File: src/rtl/min_max_pkg.sv
// Shared types for the min/max LED bar display: display mode and the captured config word.
package min_max_pkg;

  // Widest supported VALSIZE; narrower instances zero-extend into these fields.
  localparam int unsigned MM_VAL_W = 8;

  typedef enum logic [1:0] {
    COM_NORMAL = 2'b00,
    COM_LINEAR = 2'b01,
    COM_OFF    = 2'b10,
    COM_ON     = 2'b11
  } com_t;

  typedef struct packed {
    com_t                com;
    logic [MM_VAL_W-1:0] min;
    logic [MM_VAL_W-1:0] max;
    logic [MM_VAL_W-1:0] val;
  } min_max_cfg_t;

endpackage

File: src/rtl/min_max_blink_gen.sv
// Blink divider: counts 0..BLINK_DIV-1 and toggles osc on every wrap.
module min_max_blink_gen #(
  parameter int unsigned BLINK_DIV = 8
) (
  input  logic clk_i,
  input  logic rst_ni,
  output logic osc_o
);

  localparam int unsigned CW = (BLINK_DIV > 1) ? $clog2(BLINK_DIV) : 1;
  localparam logic [CW-1:0] LAST = CW'(BLINK_DIV - 1);

  logic [CW-1:0] cnt_q, cnt_d;
  logic          osc_q, osc_d;

  always_comb begin
    cnt_d = cnt_q + CW'(1);
    osc_d = osc_q;
    if (cnt_q == LAST) begin
      cnt_d = '0;
      osc_d = ~osc_q;
    end
  end

  always_ff @(posedge clk_i or negedge rst_ni) begin
    if (!rst_ni) begin
      cnt_q <= '0;
      osc_q <= 1'b0;
    end else begin
      cnt_q <= cnt_d;
      osc_q <= osc_d;
    end
  end

  assign osc_o = osc_q;

endmodule

File: src/rtl/min_max_bar_disp.sv
// Clocked min/max LED bar: registered config, self-generated blink, registered LED bar.
// Optional decaying peak marker enabled by `define MIN_MAX_PEAK_HOLD_EN.
module min_max_bar_disp
  import min_max_pkg::*;
#(
  parameter int unsigned VALSIZE     = 4,
  parameter int unsigned BLINK_DIV   = 8,
  parameter int unsigned HOLD_CYCLES = 16
) (
  input  logic                  clk_i,
  input  logic                  rst_ni,
  input  logic                  load_i,
  input  logic [1:0]            com_i,
  input  logic [VALSIZE-1:0]    min_i,
  input  logic [VALSIZE-1:0]    max_i,
  input  logic [VALSIZE-1:0]    val_i,
  output logic [2**VALSIZE-1:0] leds_o,
  output logic                  osc_o,
  output logic                  err_o
);

  localparam int unsigned N = 2**VALSIZE;
  typedef logic [MM_VAL_W-1:0] val_t;

  min_max_cfg_t cfg_q, cfg_d;
  logic         loaded_q;
  logic         osc;
  logic [N-1:0] le_val, le_max, ge_min, base_d, leds_d, leds_q;
  logic         rng_ok, in_rng, err_d, err_q;

  min_max_blink_gen #(.BLINK_DIV(BLINK_DIV)) u_blink (
    .clk_i  (clk_i),
    .rst_ni (rst_ni),
    .osc_o  (osc)
  );

  always_comb begin
    cfg_d = cfg_q;
    if (load_i)
      cfg_d = '{com: com_t'(com_i), min: val_t'(min_i), max: val_t'(max_i), val: val_t'(val_i)};
  end

  // The all-zero reset config would light bit 0 in normal mode; keep the bar dark until a real load.
  always_ff @(posedge clk_i or negedge rst_ni) begin
    if (!rst_ni) begin
      cfg_q    <= '{com: COM_NORMAL, min: '0, max: '0, val: '0};
      loaded_q <= 1'b0;
    end else begin
      cfg_q    <= cfg_d;
      loaded_q <= loaded_q | load_i;
    end
  end

  always_comb begin
    ge_min = {N{1'b1}} << cfg_q.min;
    le_val = ~(({N{1'b1}} << cfg_q.val) << 1);
    le_max = ~(({N{1'b1}} << cfg_q.max) << 1);
    rng_ok = cfg_q.min <= cfg_q.max;
    in_rng = rng_ok && (cfg_q.min <= cfg_q.val) && (cfg_q.val <= cfg_q.max);
    base_d = '0;
    err_d  = 1'b0;
    if (loaded_q) begin
      case (cfg_q.com)
        COM_NORMAL: begin
          err_d = !rng_ok;
          if (in_rng) base_d = (le_val & ge_min) | (le_max & ~le_val & {N{osc}});
        end
        COM_LINEAR: base_d = le_val;
        COM_OFF:    base_d = '0;
        default:    base_d = '1;
      endcase
    end
  end

`ifdef MIN_MAX_PEAK_HOLD_EN
  localparam int unsigned HW = $clog2(HOLD_CYCLES + 1);
  localparam logic [HW-1:0] HOLD_RLD = HW'(HOLD_CYCLES);

  logic [VALSIZE-1:0] pk_q, pk_d;
  logic [HW-1:0]      hc_q, hc_d;
  val_t               pk_ext;
  logic               pk_show;

  always_comb begin
    pk_ext = val_t'(pk_q);
    pk_d   = pk_q;
    hc_d   = hc_q;
    if (load_i && !com_i[1] && (val_i > pk_q)) begin
      pk_d = val_i;
      hc_d = HOLD_RLD;
    end else begin
      if (hc_q != '0) begin
        hc_d = hc_q - HW'(1);
      end else if (pk_ext > cfg_q.val) begin
        pk_d = pk_q - VALSIZE'(1);
        hc_d = HOLD_RLD;
      end
      if (pk_ext < cfg_q.val) pk_d = cfg_q.val[VALSIZE-1:0];
    end
    pk_show = loaded_q && ((cfg_q.com == COM_LINEAR) ||
              ((cfg_q.com == COM_NORMAL) && rng_ok && (cfg_q.min <= pk_ext) && (pk_ext <= cfg_q.max)));
    leds_d  = base_d | (pk_show ? (N'(1) << pk_q) : '0);
  end

  always_ff @(posedge clk_i or negedge rst_ni) begin
    if (!rst_ni) begin
      pk_q <= '0;
      hc_q <= '0;
    end else begin
      pk_q <= pk_d;
      hc_q <= hc_d;
    end
  end
`else
  assign leds_d = base_d;
`endif

  always_ff @(posedge clk_i or negedge rst_ni) begin
    if (!rst_ni) begin
      leds_q <= '0;
      err_q  <= 1'b0;
    end else begin
      leds_q <= leds_d;
      err_q  <= err_d;
    end
  end

  assign leds_o = leds_q;
  assign err_o  = err_q;
  assign osc_o  = osc;

endmodule

File: config.mk
export PLATFORM = sky130hd
export DESIGN_NAME = min_max_bar_disp
export DESIGN_NICKNAME = d
export VERILOG_FILES = /design/src/rtl/min_max_pkg.sv /design/src/rtl/min_max_blink_gen.sv /design/src/rtl/min_max_bar_disp.sv
export SDC_FILE = /design/constraint.sdc
export NUM_CORES = 1
export LEC_CHECK = 0
export CAP_MARGIN = 20
export CORE_MARGIN = 4
export CORE_UTILIZATION = 25
export DETAILED_ROUTE_END_ITERATION = 8
export PLACE_DENSITY = 0.5
export SLEW_MARGIN = 20
export SYNTH_ARGS = -nofsm -noshare
export SYNTH_HDL_FRONTEND = slang
export SYNTH_HIERARCHICAL = 1
export SYNTH_SLANG_ARGS = --single-unit
File: constraint.sdc
create_clock -name clk_i -period 2.6 [get_ports clk_i]
set_input_delay 0.52 -clock clk_i [delete_from_list [all_inputs] [get_ports clk_i]]
set_output_delay 0.52 -clock clk_i [all_outputs]
set_load 0.01 [all_outputs]
**Word-level counts from Yosys, hierarchy flattened**

Cells that the tools add are included.

- Bits in registers: 36
- Input port bits: 17
- Word-level logic and storage cells: 38
- Output and inout port bits: 18

- Order comparisons: 3
- Equality and inequality tests: 3
- Reduce and logical (&&, ||, !) cells: 4
- Multiplexer cells: 6
- $add $sub $neg: 1
- Bitwise gates (word level): 9
- Shifts and indexed selects: 3

Operators by type and width:

| operator | count |
|---|---|
| 16-bit AND | 3 |
| 16-bit NOT | 3 |
| 16-bit one-hot mux with 3 select lines | 1 |
| 16-bit 2-to-1 mux | 2 |
| 16-bit by 4-bit left shift with 15-bit output (first input constant) | 2 |
| 16-bit OR | 1 |
| 16-bit by 4-bit left shift with 16-bit output (first input constant) | 1 |
| 4-bit <= comparator | 3 |
| 3-bit by 1-bit adder with 3-bit output (second input constant) | 1 |
| 3-bit == test (second input constant) | 1 |
| 3-bit 2-to-1 mux | 1 |
| 2-bit by 1-bit == test with 1-bit output (second input constant) | 1 |
| 2-bit == test (second input constant) | 1 |
| 1-bit logical AND | 2 |
| 2-bit zero test | 1 |
| 1-bit 2-to-1 mux | 2 |
| 1-bit zero test | 1 |
| 1-bit NOT | 1 |
| 1-bit OR | 1 |

**Longest topological paths before layout**

Gate-level depths: netlist of the first run.

- Depth after elaboration: 9
- Gate-level depth with buffers: 9
- Gate-level depth less buffers: 7

**Hierarchy**

The synthesis of the first run kept the hierarchy.

By module, submodules not included:

| module | cells each | area each (µm²) | sequential area each (µm²) | times used |
|---|---|---|---|---|
| min_max_bar_disp | 214 | 1,993.2 | 800.8 | 1 |
| min_max_blink_gen | 8 | 137.6 | 100.1 | 1 |

**Worst setup path before layout of the first run**

OpenSTA, ideal clock, no wires.

- Path kind: reg2reg
- From: register cfg_q[3] (netlist name)
- To: register leds_q[10], in the netlist leds_o[10]
- Required time: 2,514 ps
- Path slack: 87 ps
- Setup time: 86 ps
- Arrival time: 2,427 ps
- Path buffers: 3
- Cell stages (with the launch flop): 10
- Clock period less this slack: 2,513 ps
- Cell sequence: dfrtp_1 -> clkbuf_1 -> clkbuf_1 -> inv_1 -> ha_1 -> a21oi_1 -> a21oi_1 -> or4b_4 -> buf_6 -> o22ai_2

- Word-level cells in the longest chain between the ends: 9
- Elaborated cells on any way between the ends: 14
- Classes of those cells: 2 x order compare; 1 x shift; 3 x mux; 6 x bitwise; 2 x reduce/logical

Ends and longest elaborated chain:

| item | RTL line | text |
|---|---|---|
| start, declared | min_max_bar_disp.sv:25 | `min_max_cfg_t cfg_q, cfg_d;` |
| start signal, assigned | min_max_bar_disp.sv:46 | `cfg_q <= '{com: COM_NORMAL, min: '0, max: '0, val: '0};` |
| start signal, assigned | min_max_bar_disp.sv:49 | `cfg_q <= cfg_d;` |
| 16-bit by 4-bit left shift with 15-bit output | min_max_bar_disp.sv:56 | `le_val = ~(({N{1'b1}} << cfg_q.val) << 1);` |
| 16-bit NOT | min_max_bar_disp.sv:56 |  |
| 16-bit NOT | min_max_bar_disp.sv:66 | `if (in_rng) base_d = (le_val & ge_min) \| (le_max & ~le_val & {N{osc}});` |
| 16-bit AND (2 in a row) | min_max_bar_disp.sv:66 |  |
| 16-bit OR | min_max_bar_disp.sv:66 |  |
| 16-bit 2-to-1 mux | min_max_bar_disp.sv:66 |  |
| 16-bit one-hot mux with 3 select lines * | min_max_bar_disp.sv:63 | `case (cfg_q.com)` |
| 16-bit 2-to-1 mux * | min_max_bar_disp.sv:62 | `if (loaded_q) begin` |
| via base_d[10] | min_max_bar_disp.sv:28 | `logic [N-1:0] le_val, le_max, ge_min, base_d, leds_d, leds_q;` |
| end signal, assigned | min_max_bar_disp.sv:123 | `leds_q <= leds_d;` |
| end, declared | min_max_bar_disp.sv:28 |  |

The timed path passes the listed nets; every way through them passes the cells marked *.
A chain may end at the register's enable or synchronous reset.

**Worst setup path after layout of the first run**

- From: register cfg_q[10] (netlist name)
- To: register leds_q[15], in the netlist leds_o[15]

- Word-level cells in the longest chain between the ends: 8
- Elaborated cells on any way between the ends: 12
- Classes of those cells: 2 x order compare; 1 x shift; 3 x mux; 4 x bitwise; 2 x reduce/logical

Ends and longest elaborated chain:

| item | RTL line | text |
|---|---|---|
| 16-bit by 4-bit left shift with 15-bit output | min_max_bar_disp.sv:57 | `le_max = ~(({N{1'b1}} << cfg_q.max) << 1);` |
| 16-bit NOT | min_max_bar_disp.sv:57 |  |
| 16-bit AND (2 in a row) | min_max_bar_disp.sv:66 |  |
| 16-bit OR | min_max_bar_disp.sv:66 |  |
| 16-bit 2-to-1 mux * | min_max_bar_disp.sv:66 |  |
| 16-bit one-hot mux with 3 select lines * | min_max_bar_disp.sv:63 |  |
| 16-bit 2-to-1 mux * | min_max_bar_disp.sv:62 |  |
| via base_d[15] | min_max_bar_disp.sv:28 |  |

Marks and branches as above.

==> results of run 1 <==
## layout make-up
| cell class | count | area, µm² |
|---|---|---|
| fill | 881 | 5500 |
| multi-input combinational | 161 | 1130 |
| sequential | 36 | 901 |
| timing repair buffer | 50 | 468 |
| tap | 105 | 131 |
| clock buffer | 7 | 96.3 |
| inverter | 10 | 37.5 |
## flip-flops by register name (all words and copies together), names as in the netlist
| signal | cells |
|---|---|
| leds_o | 16 |
| cfg_q | 14 |
| u_blink/cnt_q | 3 |
| err_o | 1 |
| loaded_q | 1 |
| u_blink/osc_o | 1 |
## worst max-delay path by stage
stage                         start  slack [ns]  cells past startpoint          to
after detailed placement  cfg_q[10]        0.11                      7  leds_o[13]
after global routing      cfg_q[10]        0.06                      8  leds_o[15]
after global placement    cfg_q[10]        0.16                      7  leds_o[13]
after CTS                 cfg_q[10]        0.09                      7  leds_o[13]
final                     cfg_q[10]        0.20                      8  leds_o[15]
after floorplan            cfg_q[3]        0.09                      9  leds_o[10]
## power breakdown
| part | internal (mW) | total [mW] | switching [mW] |
|---|---|---|---|
| Clock | 0.236 | 0.436 | 0.200 |
| Combinational | 0.224 | 0.472 | 0.248 |
| Sequential | 0.615 | 0.648 | 0.0335 |
| Total | 1.07 | 1.56 | 0.481 |
## metal layers
metal,track usage (%),vias up
met1,15.9,868
met3,3.34,9
li1,-,900
met2,19.2,53
met4,3.42,0
met5,0,-
## logic make-up after synthesis
logic type | Yosys count | synth area share (%)
and+or+nand+nor | 66 | 16.0
xor gates and xnor gates | 1 | 0.411
adders and majority gates | 15 | 8.81
DFF | 36 | 42.3
muxes | 6 | 3.11
AOI/OAI and AO/OA | 73 | 24.6
buffers and inverters | 25 | 4.76
## stage by stage
stage	hold slack, ns	instance area [µm²]	instances	power, mW
after floorplan	0.224	2130	222	0.924
after detailed placement	0.434	2630	359	1.13
after CTS	0.352	2730	366	1.57
final	0.312	2760	369	1.56
after global placement	0.428	2630	359	1.12
after global routing	0.390	2760	369	1.66
## critical path, delay by kind of cell, from the launching register on
kind | cells | cell delay [ns]
AO/OA/AOI/OAI | 3 | 0.52
flip-flops | 1 | 0.45
adder cells (fa/ha/maj) | 1 | 0.32
buffers and inverters | 2 | 0.26
AND/OR/NAND/NOR | 2 | 0.75
## cell usage in the layout, fill, tap and decap left out, types with 4 or more instances in the layout
cell	instances
dfrtp_1	36
clkdlybuf4s50_1	33
nand2_1	20
o21ai_0	19
ha_1	15
buf_4	15
nor2_1	13
a21oi_1	13
o22ai_2	10
inv_1	9
nand3_1	7
clkbuf_8	7
nor2b_1	6
a31oi_1	6
or3_1	4
mux2_1	4
## repair_timing
| item | CTS | global route |
|---|---|---|
| gates resized for setup | 0 | 0 |
| endpoints found under the setup margin | 0 | 1 |
| setup buffers | 0 | 3 |
==> results_dict.tcl, run 1 <==
set metrics [dict create \
    reg2reg_depth 8 \
    drtIter0Drc 63 \
    min_path_type "in -> async" \
    skew_ns 0.00564 \
    insertedDiodeCount 0 \
    worst_pin_slew_ns 0.807 \
    die_area_um2 10100 \
    syn_inst 222 \
    synthFlopType "dfrtp_1" \
    die_h_um 100 \
    crit_required_ns 2.80 \
    synth_top_area_share_pct 42.3 \
    yosys_warnings 6 \
    synth_edf_count 0 \
    netlist_top_cells_area "dfrtp_1 42%, ha_1 8.8%, o22ai_2 5.9%, o21ai_0 4.5%, nand2_1 3.5%" \
    met2_length_um 2570 \
    drive_above_1_share_pct 14.8 \
    maxSlewHeadroom_pct 46.2 \
    period_needed_ns 2.40 \
    start_util_pct 25.8 \
    synth_area_leader_cell "dfrtp_1" \
    clock_sinks 36 \
    cp.arrival_ns 2.60 \
    nNetsFinal 296 \
    drc 0 \
    final-hold-violation-count 0 \
    gp_congestion 0.825 \
    crit_chain "inv_1 -> ha_1 -> and3_4 -> a221oi_2 -> a21oi_1 -> or4b_4 -> buf_12 -> o22ai_1" \
    syn_area_per_cell_um2 9.60 \
    synth_common_cells "36 x dfrtp_1, 20 x nand2_1, 19 x o21ai_0, 15 x ha_1, 14 x clkbuf_1" \
    rows 33 \
    synth-seq-cells 36 \
    grt_pass1_vias 1840 \
    clock_path_buffers 2 \
    grt_overflow 0 \
    synth_most_common_cell "dfrtp_1" \
    power-per-cell-area_nw_per_um2 563 \
    grt_start_max_net_pins 37 \
    r2r_slack_ns 0.20 \
    p_leak_nw 1.15 \
    wl_um 5610 \
    ir_worst_vdd_v 0.000169 \
    wl_met1_um 2650 \
    io_buffers 34 \
    htreeDepth 2 \
    utilization_pct 33.5 \
    r2r_end "leds_o[15]" \
    rsz0062_at_grt "false" \
    cap_violations 0 \
    start_kind "flip-flop" \
    dp_hpwl_um 4080 \
    track_usage_pct 12.0 \
    clkTransAtPathRegs_ns 0.07 \
    syn_to_final_growth_pct 29.7 \
    finalSetupViolations 0 \
    viasPerCell 4.96 \
    clockRootBuffer "clkbuf_8" \
    critical-path-max-stage-delay_ns 0.56 \
    synthArstFlopShare_pct 100 \
    worstPathMaxFanout 8 \
    cts_hold_buf 0 \
    antenna_found_initial 0 \
    end_kind "flip-flop" \
    drv_slew 0 \
    cts_made_buffers 5 \
    post_drt_wl_per_cell_um 15.2 \
    synth_area_um2 2130 \
    die-width_um 100 \
    max_freq_mhz 416 \
    design.core.area_um2 8260 \
    critPathKind "reg -> reg" \
    status "complete, no violations" \
    place_ws_ns 0.107 \
    drt-pass1-iter-count 4 \
    critPathSlowestCell "or4b_4" \
    yosysSeqAreaShare_pct 42.3 \
    met3_length_um 312 \
    finalCritPeriodShare_pct 92.4 \
    setup_tns_ns 0 \
    timing.rr.start "cfg_q[10]" \
    layout_setup_ws_ns 0.199 \
    cts_tree "yes" \
    syn_nets 254 \
    via_count 1830 \
    routed.top_layer "met4" \
    grt_pass1_wl_um 9530 \
    io_pins 35 \
    ant_nets 0 \
    synthDistinctLibCells 45 \
    clkLatencyLatePin_ns 0.29 \
]
Power figures use the tool's default switching activity.
==> inputs of run 2 (changes only) <==
--- a/config.mk
+++ b/config.mk
@@ -9,9 +9,9 @@
 export CORE_MARGIN = 4
 export CORE_UTILIZATION = 25
 export DETAILED_ROUTE_END_ITERATION = 8
-export PLACE_DENSITY = 0.5
 export SLEW_MARGIN = 20
 export SYNTH_ARGS = -nofsm -noshare
 export SYNTH_HDL_FRONTEND = slang
 export SYNTH_HIERARCHICAL = 1
 export SYNTH_SLANG_ARGS = --single-unit
+export TNS_END_PERCENT = 1
==> run 2 against run 1 <==
Combinational power shrank 4.4%; clock power is essentially flat; count of clock-buffer cells in the layout is the same; final area shrank 1.4%; clock skew grew 0.0039 ns; sequential share of layout area grew 0.45 points; final cell count shrank 1.1%; maximum frequency shrank 3.7%; utilization shrank 0.45 points; via count shrank 0.55%; register-to-register slack lost 0.09 ns; total power shrank 0.50%; critical path type unchanged; largest power group unchanged.
==> results_dict.tcl, run 2 (synthesis results as in run 1) <==
set metrics [dict create \
    status "complete, no violations" \
    htreeDepth 2 \
    ant_nets 0 \
    grt_pass1_vias 1830 \
    design.core.area_um2 8260 \
    place_area_um2 2630 \
    internal-power_mw 1.06 \
    start_kind "flip-flop" \
    setup_tns_ns 0 \
    switching_power_mw 0.484 \
    track_usage_pct 11.7 \
    final_cell_mix "36 x dfrtp_1, 34 x clkdlybuf4s50_1, 20 x nand2_1, 19 x o21ai_0, 15 x ha_1" \
    clkTransAtPathRegs_ns 0.07 \
    combPwrFrac_pct 29.1 \
    post_cts_buffers 0 \
    insertedDiodeCount 0 \
    period_needed_ns 2.49 \
    finalNonFillerCells 365 \
    grt_util_met3_pct 2.92 \
    ir_worst_vdd_v 0.000244 \
    drtIter0Drc 143 \
    drv_slew 0 \
    use_met1_pct 16.1 \
    ctsResizeCount 0 \
    final_common_cell "dfrtp_1" \
    grt_use_met2_pct 18.0 \
    cts_tree "yes" \
    min_path_type "reg -> reg" \
    maxSlewHeadroom_pct 60.1 \
    post_drt_wl_per_cell_um 15.3 \
    clkLatencyLatePin_ns 0.29 \
    die_area_um2 10100 \
    worstPathMaxFanout 12 \
    io_pins 35 \
    rsz0062_at_grt "false" \
    drc 0 \
    p_leak_nw 1.13 \
    critPathKind "reg -> reg" \
    rows 33 \
    die_h_um 100 \
    skew_ns 0.00958 \
    final-hold-violation-count 0 \
    n_fill_cell 863 \
    wl_um 5570 \
    via_count 1820 \
    nNetsFinal 292 \
    cap_violations 0 \
    clkPwrFrac_pct 28.3 \
    clockRootBuffer "clkbuf_8" \
    grt_start_max_net_pins 37 \
    cts_made_buffers 5 \
    finalCritPeriodShare_pct 95.9 \
    grt_overflow 0 \
    end_kind "flip-flop" \
    antenna_found_initial 0 \
    power-per-cell-area_nw_per_um2 568 \
    start_util_pct 25.8 \
    drt-pass1-iter-count 4 \
    dp_hpwl_um 4010 \
    cp.arrival_ns 2.69 \
    clock_sinks 36 \
    worst_pin_slew_ns 0.597 \
    finalHoldWorstSlack_ns 0.438 \
    cts_hold_buf 0 \
    syn_to_final_growth_pct 27.9 \
    finalSetupViolations 0 \
    crit_required_ns 2.80 \
    clock_path_buffers 2 \
    io_buffers 34 \
    gp_congestion 0.840 \
    final_cell_area_um2 2730 \
    sw_frac_of_total_pct 31.3 \
    grt.busiest_layer "met2" \
    grt_pass1_wl_um 9310 \
    die-width_um 100 \
    drive_above_1_share_pct 13.1 \
    utilization_pct 33.0 \
    pwr-share-seq_pct 42.6 \
    placed_cells 358 \
    viasPerCell 4.99 \
    max_freq_mhz 401 \
    largest_reg_flops 16 \
]
==> run 2: metal layers <==
layer / vias to the layer above / share of wire [%]
li1: 894 / -
met1: 851 / 45
met2: 69 / 47
met3: 6 / 6.8
met4: 0 / 1.3
met5: - / 0
==> run 2: layout make-up <==
cell class | count | area, µm² | area share [%]
Tap cell | 105 | 131 | 4.82
Inverter | 10 | 37.5 | 1.38
Timing Repair Buffer | 46 | 430 | 15.8
Clock buffer | 7 | 96.3 | 3.54
Multi-Input combinational cell | 161 | 1130 | 41.4
Sequential cell | 36 | 901 | 33.1
==> run 2: power groups by stage <==
stage / Clock, mW / Sequential [mW] / Combinational, mW
floorplan: 0 / 0.676 / 0.249
global placement: 0 / 0.670 / 0.441
detailed placement: 0 / 0.671 / 0.453
CTS: 0.452 / 0.659 / 0.455
global route: 0.475 / 0.668 / 0.498
finish: 0.438 / 0.659 / 0.451
==> run 2: path summary, 6_finish.rpt <==
check | from | end | slack [ns] | cells past startpoint
setup / recovery | cfg_q[9] | leds_o[1] | 0.11 | 8
hold / removal | u_blink/cnt_q[0] | u_blink/cnt_q[0] | 0.44 | 1
setup reg to reg | cfg_q[9] | leds_o[1] | 0.11 | 8
hold reg to reg | u_blink/cnt_q[0] | u_blink/cnt_q[0] | 0.44 | 1
max in group asynchronous | rst_ni | cfg_q[2] | 1.63 | 2
min in group asynchronous | rst_ni | leds_o[11] | 0.65 | 2
==> run 2: worst max-delay path, stage by stage, from the launching register on <==
cell and delay (ns):
dfrtp_1 0.44, inv_1 0.14, ha_1 0.31, and3_4 0.16, a221oi_2 0.26, a21oi_1 0.13, or4b_4 0.57, buf_4 0.22
o22ai_1 0.18
==> run 2: through the flow <==
| stage | total power [mW] | setup WS, ns |
|---|---|---|
| floorplan | 0.924 | 0.0866 |
| global placement | 1.11 | 0.225 |
| detailed placement | 1.12 | 0.134 |
| CTS | 1.57 | 0.126 |
| global route | 1.64 | 0.00285 |
| finish | 1.55 | 0.106 |
